## src/rtl/router_pkt_tx.sv

```systemverilog
// Router packet transmitter: header, LFSR payload, XOR parity byte, one gap cycle.
// Optional parity-error injection enabled by defining ROUTER_PKT_TX_PAR_INJ_EN.
module router_pkt_tx (
    input  logic       clk,
    input  logic       rst,
    input  logic       start,
    input  logic [1:0] dest_addr,
    input  logic [5:0] pay_len,
    input  logic [7:0] seed,
    input  logic       busy,
`ifdef ROUTER_PKT_TX_PAR_INJ_EN
    input  logic       par_inj,
`endif
    output logic [7:0] dout,
    output logic       pkt_vld,
    output logic       ready,
    output logic       done,
    output logic       err,
    output logic [7:0] pkt_cnt
);

    typedef enum logic [2:0] {
        IDLE    = 3'd0,
        HEADER  = 3'd1,
        PAYLOAD = 3'd2,
        PARITY  = 3'd3,
        GAP     = 3'd4
    } state_t;

    state_t     state;
    logic [1:0] addr_q;
    logic [5:0] len_q;
    logic [5:0] byte_cnt;
    logic [7:0] lfsr;
    logic [7:0] parity;
`ifdef ROUTER_PKT_TX_PAR_INJ_EN
    logic       inj_q;
`endif

    function automatic logic [7:0] lfsr_next(input logic [7:0] l);
        return {l[6:0], l[7] ^ l[5] ^ l[4] ^ l[3]};
    endfunction

    always_ff @(posedge clk) begin
        if (rst) begin
            state    <= IDLE;
            addr_q   <= '0;
            len_q    <= '0;
            byte_cnt <= '0;
            lfsr     <= '0;
            parity   <= '0;
`ifdef ROUTER_PKT_TX_PAR_INJ_EN
            inj_q    <= 1'b0;
`endif
            dout     <= '0;
            pkt_vld  <= 1'b0;
            ready    <= 1'b1;
            done     <= 1'b0;
            err      <= 1'b0;
            pkt_cnt  <= '0;
        end else begin
            done <= 1'b0;
            err  <= 1'b0;
            case (state)
                IDLE: begin
                    if (start && !busy) begin
                        if (dest_addr == 2'd3 || pay_len == 6'd0) begin
                            err <= 1'b1;
                        end else begin
                            addr_q   <= dest_addr;
                            len_q    <= pay_len;
                            lfsr     <= (seed == 8'h00) ? 8'h01 : seed;
                            byte_cnt <= '0;
`ifdef ROUTER_PKT_TX_PAR_INJ_EN
                            inj_q    <= par_inj;
`endif
                            ready    <= 1'b0;
                            state    <= HEADER;
                        end
                    end
                end
                // Stalled states simply skip the update, so every register holds.
                HEADER: begin
                    if (!busy) begin
                        dout    <= {len_q, addr_q};
                        pkt_vld <= 1'b1;
                        parity  <= {len_q, addr_q};
                        state   <= PAYLOAD;
                    end
                end
                PAYLOAD: begin
                    if (!busy) begin
                        dout     <= lfsr;
                        pkt_vld  <= 1'b1;
                        parity   <= parity ^ lfsr;
                        lfsr     <= lfsr_next(lfsr);
                        byte_cnt <= byte_cnt + 6'd1;
                        if (byte_cnt + 6'd1 == len_q)
                            state <= PARITY;
                    end
                end
                PARITY: begin
                    if (!busy) begin
`ifdef ROUTER_PKT_TX_PAR_INJ_EN
                        dout <= parity ^ {7'b0, inj_q};
`else
                        dout <= parity;
`endif
                        pkt_vld <= 1'b0;
                        state   <= GAP;
                    end
                end
                GAP: begin
                    dout    <= '0;
                    pkt_vld <= 1'b0;
                    done    <= 1'b1;
                    pkt_cnt <= pkt_cnt + 8'd1;
                    ready   <= 1'b1;
                    state   <= IDLE;
                end
                default: begin
                    state <= IDLE;
                    ready <= 1'b1;
                end
            endcase
        end
    end

endmodule

```

## config.mk

```make
export PLATFORM = sky130hd
export DESIGN_NAME = router_pkt_tx
export DESIGN_NICKNAME = d
export VERILOG_FILES = /design/src/rtl/router_pkt_tx.sv
export SDC_FILE = /design/constraint.sdc
export NUM_CORES = 1
export LEC_CHECK = 0
export CAP_MARGIN = 20
export CORE_UTILIZATION = 45
export CTS_CLUSTER_SIZE = 40
export DETAILED_ROUTE_END_ITERATION = 6
export PLACE_DENSITY = 0.65
export SYNTH_ARGS = -nofsm -noshare
export SYNTH_HDL_FRONTEND = slang
export SYNTH_SLANG_ARGS = --single-unit
export TNS_END_PERCENT = 30
```

## constraint.sdc

```tcl
create_clock -name clk -period 3.8 [get_ports clk]
set_clock_uncertainty 0.1 [all_clocks]
set_input_delay 0.76 -clock clk [delete_from_list [all_inputs] [get_ports clk]]
set_output_delay 0.76 -clock clk [all_outputs]
set_load 0.005 [all_outputs]
```

* Word level (Yosys, flattened, before mapping) *
Cells that the tools add are included.
Widths: inputs -> output; s select.

cells by class
  add/subtract/negate cells = 2
  reductions and logical operators = 20
  equal/unequal tests = 13
  bitwise gates (word level) = 8
  muxes and demuxes = 30

operators by type and width
  cell                 count
  $mux 8               8
  $pmux 8 s2           2
  $pmux 8 s4           1
  $mux 3               6
  $mux 6               3
  $ne 2x2->1 const B   7
  $pmux 3 s4           1
  $pmux 6 s2           1
  $reduce_and 3->1     4
  $add 8x1->8 const B  1
  $logic_not 8->1      1
  $reduce_and 4->1     2
  $xor 8x8->8          1
  $add 6x1->6 const B  1
  $eq 3x2->1 const B   2
  $eq 6x6->1           1
  $logic_not 6->1      1
  $mux 1               6
  $reduce_and 6->1     1
  $reduce_or 3->1      2
  $not 1->1            4
  $reduce_bool 2->1    2
  $reduce_bool 4->1    1
  $eq 3x1->1 const B   1
  other kinds (11)     13

storage, ports and cells
  logic and storage cells = 85
  output and inout port bits = 20
  flip-flop bits (word level) = 53
  input port bits = 20

* Logic depth before layout (Yosys ltp) *
Gate-level depths: netlist (run 1).

  depth in word-level cells = 5
  depth in mapped cells = 7

* Least setup slack after synthesis (run 1) *
No wires, ideal clock.

  path type = input -> register
  start = in pay_len[0]
  end = reg state[0]
  stages = 6
  buffers on the path = 2
  arrival time = 2.019 ns
  setup time = 0.137 ns
  setup slack = 1.544 ns
  data required time = 3.563 ns
  path through = or4_4 -> o31a_1 -> buf_6 -> buf_6 -> a22oi_1 -> a211oi_1

between the ends
  word-level cells in the longest chain between the ends = 4

ends and longest elaborated chain
  item                               line  text
  start, declared                    8     input logic [5:0] pay_len,
  $logic_not 6->1                    67    if (dest_addr == 2'd3 || pay_len == 6'd0) begin
  $logic_or 1x1->1                   67
  $ne 2x2->1 (no source line)        -
  $reduce_and 6->1 (no source line)  -
  end signal, assigned               78    state <= HEADER;
  end signal, assigned               88    state <= PAYLOAD;
  end signal, assigned               99    state <= PARITY;
  end, declared                      30    state_t state;

Every way passes these cells.
A chain may end at the register's enable or synchronous reset.

* Final worst setup path (run 1) *
  start = in pay_len[0]
  end = reg byte_cnt[3]

between the ends
  word-level cells in the longest chain between the ends = 4

ends and longest elaborated chain
  item                               line  text
  $logic_not 6->1                    67
  $logic_or 1x1->1                   67
  $ne 2x2->1 (no source line)        -
  $reduce_and 4->1 (no source line)  -
  end signal, assigned               97    byte_cnt <= byte_cnt + 6'd1;
  end, declared                      33    logic [5:0] byte_cnt;

Every way passes these cells.

==> results of run 1 <==
==> routing by layer <==
metal	vias up	global-route usage (%)	part of all wire, %
met5	-	0	0
met4	0	6.96	0.66
met1	1198	33.4	50
met3	4	3.93	5.4
met2	72	31.8	44
li1	1294	-	-
==> sequential cells by signal, summed over array words and instances, names as in the netlist <==
signal	count
parity	8
pkt_cnt	8
dout	8
done	1
len_q	6
ready	1
byte_cnt	6
state	3
lfsr	8
addr_q	2
err	1
pkt_vld	1
==> critical path, stage by stage <==
cell and delay, ps:
clkdlybuf4s50_1 440, or4_4 570, o31ai_4 440, o21ai_2 300
a311oi_1 320
==> worst paths after layout <==
check             startpoint          end  slack [ps]  cells after the start
setup / recovery  pay_len[0]  byte_cnt[3]        1100                      5
setup reg to reg    state[0]  byte_cnt[5]        1210                      4
hold reg to reg      dout[6]      dout[6]         370                      2
hold / removal       dout[6]      dout[6]         370                      2
==> cell families (layout without fill, tap and decap cells) <==
family,Yosys count,count (layout)
xor gates and xnor gates,18,18
DFF,53,53
and+or+nand+nor,118,118
AOI/OAI and AO/OA,111,111
buffers and inverters,46,68
adders and majority gates,2,2
muxes,1,1
==> cell type report <==
type | instances | area, um2 | share of cell area [%]
clock buffer | 5 | 68.8 | 2.08
clock inverter | 3 | 65.1 | 1.96
inverter | 18 | 67.6 | 2.04
multi-input combinational | 250 | 1550 | 46.8
sequential | 53 | 1060 | 32.0
tap | 75 | 93.8 | 2.83
timing repair buffer | 42 | 408 | 12.3
==> power by group <==
group          switching [mW]  internal, mW  total (mW)
combinational          0.0927        0.0824       0.175
sequential             0.0318         0.577       0.609
clock                   0.189         0.262       0.451
total                   0.314         0.921        1.23
==> metrics by stage <==
stage | setup WS (ps) | cells | util [%] | total power [mW]
global placement | 846 | 438 | 53.1 | 0.794
global route | 1010 | 446 | 55.3 | 1.29
detailed placement | 809 | 438 | 53.1 | 0.796
floorplan | 1540 | 349 | - | 0.731
CTS | 1130 | 446 | 55.3 | 1.24
finish | 1100 | 446 | 55.3 | 1.23
==> layout by cell type (no fill, tap or decap), types with 2 or more instances in the layout <==
| cell | instances |
|---|---|
| a21oi_1 | 21 |
| nor2b_1 | 3 |
| o31ai_1 | 2 |
| nand2b_1 | 2 |
| inv_1 | 18 |
| a311oi_1 | 9 |
| a211oi_1 | 11 |
| xnor2_1 | 10 |
| a2bb2oi_1 | 8 |
| a21o_1 | 8 |
| nor3b_1 | 2 |
| clkbuf_8 | 5 |
| xor2_1 | 8 |
| nor2_1 | 26 |
| nor3_1 | 4 |
| ha_1 | 2 |
| clkdlybuf4s50_1 | 38 |
| nand3_1 | 19 |
| o211ai_1 | 3 |
| o21a_1 | 2 |
| a31oi_1 | 2 |
| a221oi_1 | 8 |
| nand2_1 | 40 |
| o21ai_0 | 29 |
| and3_1 | 3 |
| buf_4 | 3 |
| dfxtp_1 | 53 |
| and2_1 | 2 |
| nand4_1 | 4 |
| or3_1 | 2 |
| bufinv_16 | 2 |
==> run_results.csv, run 1 <==
group,metric,value,unit
status,status,"finished, final reports clean",
detailed_routing,via_per_inst,5.76,
worst_setup_path,worstPathRequired,3920,ps
layout,design_area,3310,um2
worst_setup_path,critical_path.startpoint_type,"input port",
logic_synthesis,synth_top_area_cell,"dfxtp_1",
cts,post_cts_resized,0,
flow_run,drv_cap,0,
logic_synthesis,synth_common_cells,"dfxtp_1 (53), nand2_1 (40), o21ai_0 (29)",
layout,fillCellCount,579,
grt,antenna_found_initial,0,
die,start_util,47.0,%
layout,syn_to_final_growth,17.7,%
min_path,min_path_type,"reg -> reg",
logic_synthesis,ys_types,51,
timing,setup_violations,0,
logic_synthesis,synth_fa_ha_area_share,0.889,%
power_and_ir_drop,p_leak,1.09,nW
detailed_routing,drt-initial-drc-count,207,
detailed_routing,vias,2568,
timing,worstMarginPinSlew,853,ps
placement,placedInstanceArea,3180,um2
grt,gr-total-overflow,0,
grt,grt.total_usage,22.2,%
power_and_ir_drop,p_per_area,373,nW/um2
cts,ctsHoldBuffers,0,
timing,hold_viol,0,
placement,dp_hpwl,4900,um
detailed_routing,drc,0,
grt,grt_first_pass_wirelength,11200,um
placement,place_congestion,0.831,
logic_synthesis,synth_seq_area_share,37.7,%
logic_synthesis,synth_compound_area_share,27.2,%
detailed_routing,wirelength,6850,um
logic_synthesis,synthTopCellsByArea,"dfxtp_1 (38%), nand2_1 (5.3%), o21ai_0 (5.2%), a21oi_1 (3.7%), nor2_1 (3.5%)",
logic_synthesis,synthArstFlopShare,0,%
cts,insertion_delay,310,ps
timing,max_freq,0.370,GHz
logic_synthesis,synth_area,2820,um2
cts,clock_path_buffers,2,
die,io_pins,40,
cts,cts_setup_buffers,0,
detailed_routing,wl_per_cell,15.4,um
layout,fin_nets,392,
timing,fin_setup_tns,0,ps
logic_synthesis,synth_warnings,0,
timing,finalMaxSlewViolations,0,
logic_synthesis,synth_edf_count,0,
logic_synthesis,synthMuxAreaShare,0.356,%
logic_synthesis,synth_area_per_cell,8.07,um2
logic_synthesis,synth_top_area_share,37.7,%
grt,grt_max_degree,35,
worst_setup_path,cp-end-kind,"flip-flop",
detailed_routing,dr.pass1.iters,4,
logic_synthesis,syn-num-nets,371,
die,die_x,81.1,um
timing,slew_headroom,43.1,%
detailed_routing,antenna_left,0,
timing,rsz0062_at_grt,"false",
timing,period_needed,2700,ps
logic_synthesis,synth_seq_cells,53,
die,die-area,6580,um2
die,coreArea,5990,um2
die,rows,28,
cts,cts-root-buf,"clkbuf_8",
power_and_ir_drop,ir_drop,0.224,mV
cts,cts_tree,"built",
logic_synthesis,synth.most_common_cell,"dfxtp_1",
cts,h-tree-depth,2,
cts,cts_sinks,53,
logic_synthesis,synth_xor_area_share,5.60,%
cts,cts.clk_slew.worst_paths,100,ps
worst_setup_path,path_class,"in -> reg",
logic_synthesis,syn_inst,349,
logic_synthesis,synth_top_family_by_area,"compound AO/OA/AOI/OAI gates",
worst_setup_path,crit_path_max_fanout,13,
cts,cts_buffers,5,
die,die_y,81.1,um
layout,antenna_cells,0,
grt,grt_pass1_vias,2161,
placement,port-buffer-count,39,
timing,whs,371,ps
worst_setup_path,cp_data_arrival_time,2820,ps
logic_synthesis,synthFlopType,"dfxtp_1",
layout,drive_gt1_share,5.93,%
logic_synthesis,synthSimpleGateAreaFrac,20.8,%
timing,fin_crit_sh,71.1,%
Power figures use the tool's default switching activity.
==> inputs of run 2 (changes only) <==
Settings changed: PLACE_DENSITY 0.65 to 0.67.
Clock period 3.8 ns to 2.3 ns, I/O delays scaled along.
==> run 2 against run 1 <==
Net effect: count of clock-buffer cells in the layout rose by 1; utilization rose by 1.4 points; wire length rose by 2.6%; first-iteration DRC count fell by 28%; sequential cell count did not move; sequential share of layout area fell by 0.78 points; sequential power rose by 66%; via count rose by 1.5%; critical path depth rose by 1; clock power rose by 25%; highest routed layer unchanged.
==> run_results.csv, run 2 (synthesis results as in run 1) <==
group,metric,value,unit
cts,clock_path_buffers,2,
power_and_ir_drop,p_leak,1.15,nW
layout,final_cell_mix,"dfxtp_1 (53), nand2_1 (40), clkdlybuf4s50_1 (38), o21ai_0 (29), nor2_1 (26)",
layout,layoutNonFillerInstCount,462,
placement,place_congestion,0.889,
worst_setup_path,cp_data_arrival_time,2190,ps
layout,antenna_cells,0,
detailed_routing,vias,2607,
layout,regArea,1060,um2
die,rows,28,
worst_setup_path,path_class,"in -> reg",
grt,grt.total_usage,23.4,%
timing,worstMarginPinSlew,682,ps
timing,whs,374,ps
grt,gr-total-overflow,0,
timing,rsz0062_at_grt,"false",
cts,cts-root-buf,"clkbuf_8",
timing,setup_violations,0,
timing,period_needed,2110,ps
detailed_routing,wirelength,7030,um
cts,cts_tree,"built",
placement,dp_hpwl,4970,um
worst_setup_path,cp-end-kind,"flip-flop",
die,die-area,6580,um2
die,io_pins,40,
detailed_routing,antenna_left,0,
worst_setup_path,crit_path_max_fanout,10,
grt,antenna_found_initial,0,
power_and_ir_drop,p_per_area,555,nW/um2
cts,post_cts_resized,0,
layout,syn_to_final_growth,20.6,%
detailed_routing,wl_per_cell,15.2,um
layout,design_area,3400,um2
placement,dp.cells,454,
grt,grt_pass1_vias,2378,
layout,multi_input_area,1550,um2
die,die_x,81.1,um
status,status,"finished, final reports clean",
cts,ctsHoldBuffers,0,
detailed_routing,drc,0,
min_path,min_path_type,"reg -> reg",
timing,hold_viol,0,
placement,port-buffer-count,39,
cts,cts_buffers,5,
grt,grt_max_degree,27,
detailed_routing,drt-initial-drc-count,150,
placement,placedInstanceArea,3300,um2
grt,grt_first_pass_wirelength,11700,um
die,die_y,81.1,um
timing,max_freq,0.474,GHz
timing,slew_headroom,54.5,%
cts,cts.clk_slew.worst_paths,100,ps
layout,drive_gt1_share,9.82,%
cts,insertion_delay,320,ps
layout,fin_nets,408,
worst_setup_path,critical_path.startpoint_type,"input port",
timing,finalMaxSlewViolations,0,
die,coreArea,5990,um2
cts,h-tree-depth,2,
power_and_ir_drop,fin_total_pwr,1.89,mW
layout,fillCellCount,583,
detailed_routing,dr.pass1.iters,4,
cts,cts_setup_buffers,0,
power_and_ir_drop,ir_drop,0.256,mV
die,start_util,47.0,%
worst_setup_path,worstPathRequired,2380,ps
flow_run,drv_cap,0,
detailed_routing,via_per_inst,5.64,
timing,fin_crit_sh,91.7,%
cts,cts_sinks,53,
layout,final_common_cell,"dfxtp_1",
timing,fin_setup_tns,0,ps
run 2: cell types whose count changed in the layout (fill, tap and decap cells not counted):
cell       delta
buf_4        +16
bufinv_16     -2
clkbuf_8      +1
clkinv_4      +1
run 2: worst paths after layout:
| path | start | to | slack (ps) | cells after the start |
|---|---|---|---|---|
| worst max-delay path | pay_len[0] | lfsr[7] | 190 | 6 |
| worst max register to register | state[0] | lfsr[1] | 260 | 5 |
| worst min-delay path | dout[0] | dout[0] | 370 | 2 |
| worst min register to register | dout[0] | dout[0] | 370 | 2 |
run 2: layout make-up:
class                      count  area share [%]
multi-input combinational    250            45.6
clock inverter                 2           0.405
inverter                      18            1.99
timing repair buffer          58            15.5
tap                           75            2.76
sequential                    53            31.2
clock buffer                   6            2.43
run 2: through the flow:
stage	worst slack (ps)	utilization (%)
after global placement	-101	55.1
final	190	56.7
after floorplan	344	-
after CTS	202	56.7
after detailed placement	-130	55.1
after global routing	73.0	56.7
run 2: where the power goes:
| part | internal [mW] | switching [mW] | total [mW] |
|---|---|---|---|
| Combinational | 0.155 | 0.160 | 0.315 |
| Sequential | 0.954 | 0.0513 | 1.01 |
| Clock | 0.245 | 0.320 | 0.565 |
| Total | 1.35 | 0.532 | 1.89 |
run 2: worst max-delay path, stage by stage:
cell and delay, ps:
clkdlybuf4s50_1 420, or4_4 560, o31a_1 270, buf_4 180, a211oi_1 240, a311oi_1 70
run 2: metal layers:
metal	global-route usage [%]	up-vias	wire length, um
met5	0	-	0
met4	7.32	0	108
met3	4.49	9	350
met2	35.5	72	3230
met1	33.1	1209	3340
li1	-	1317	-
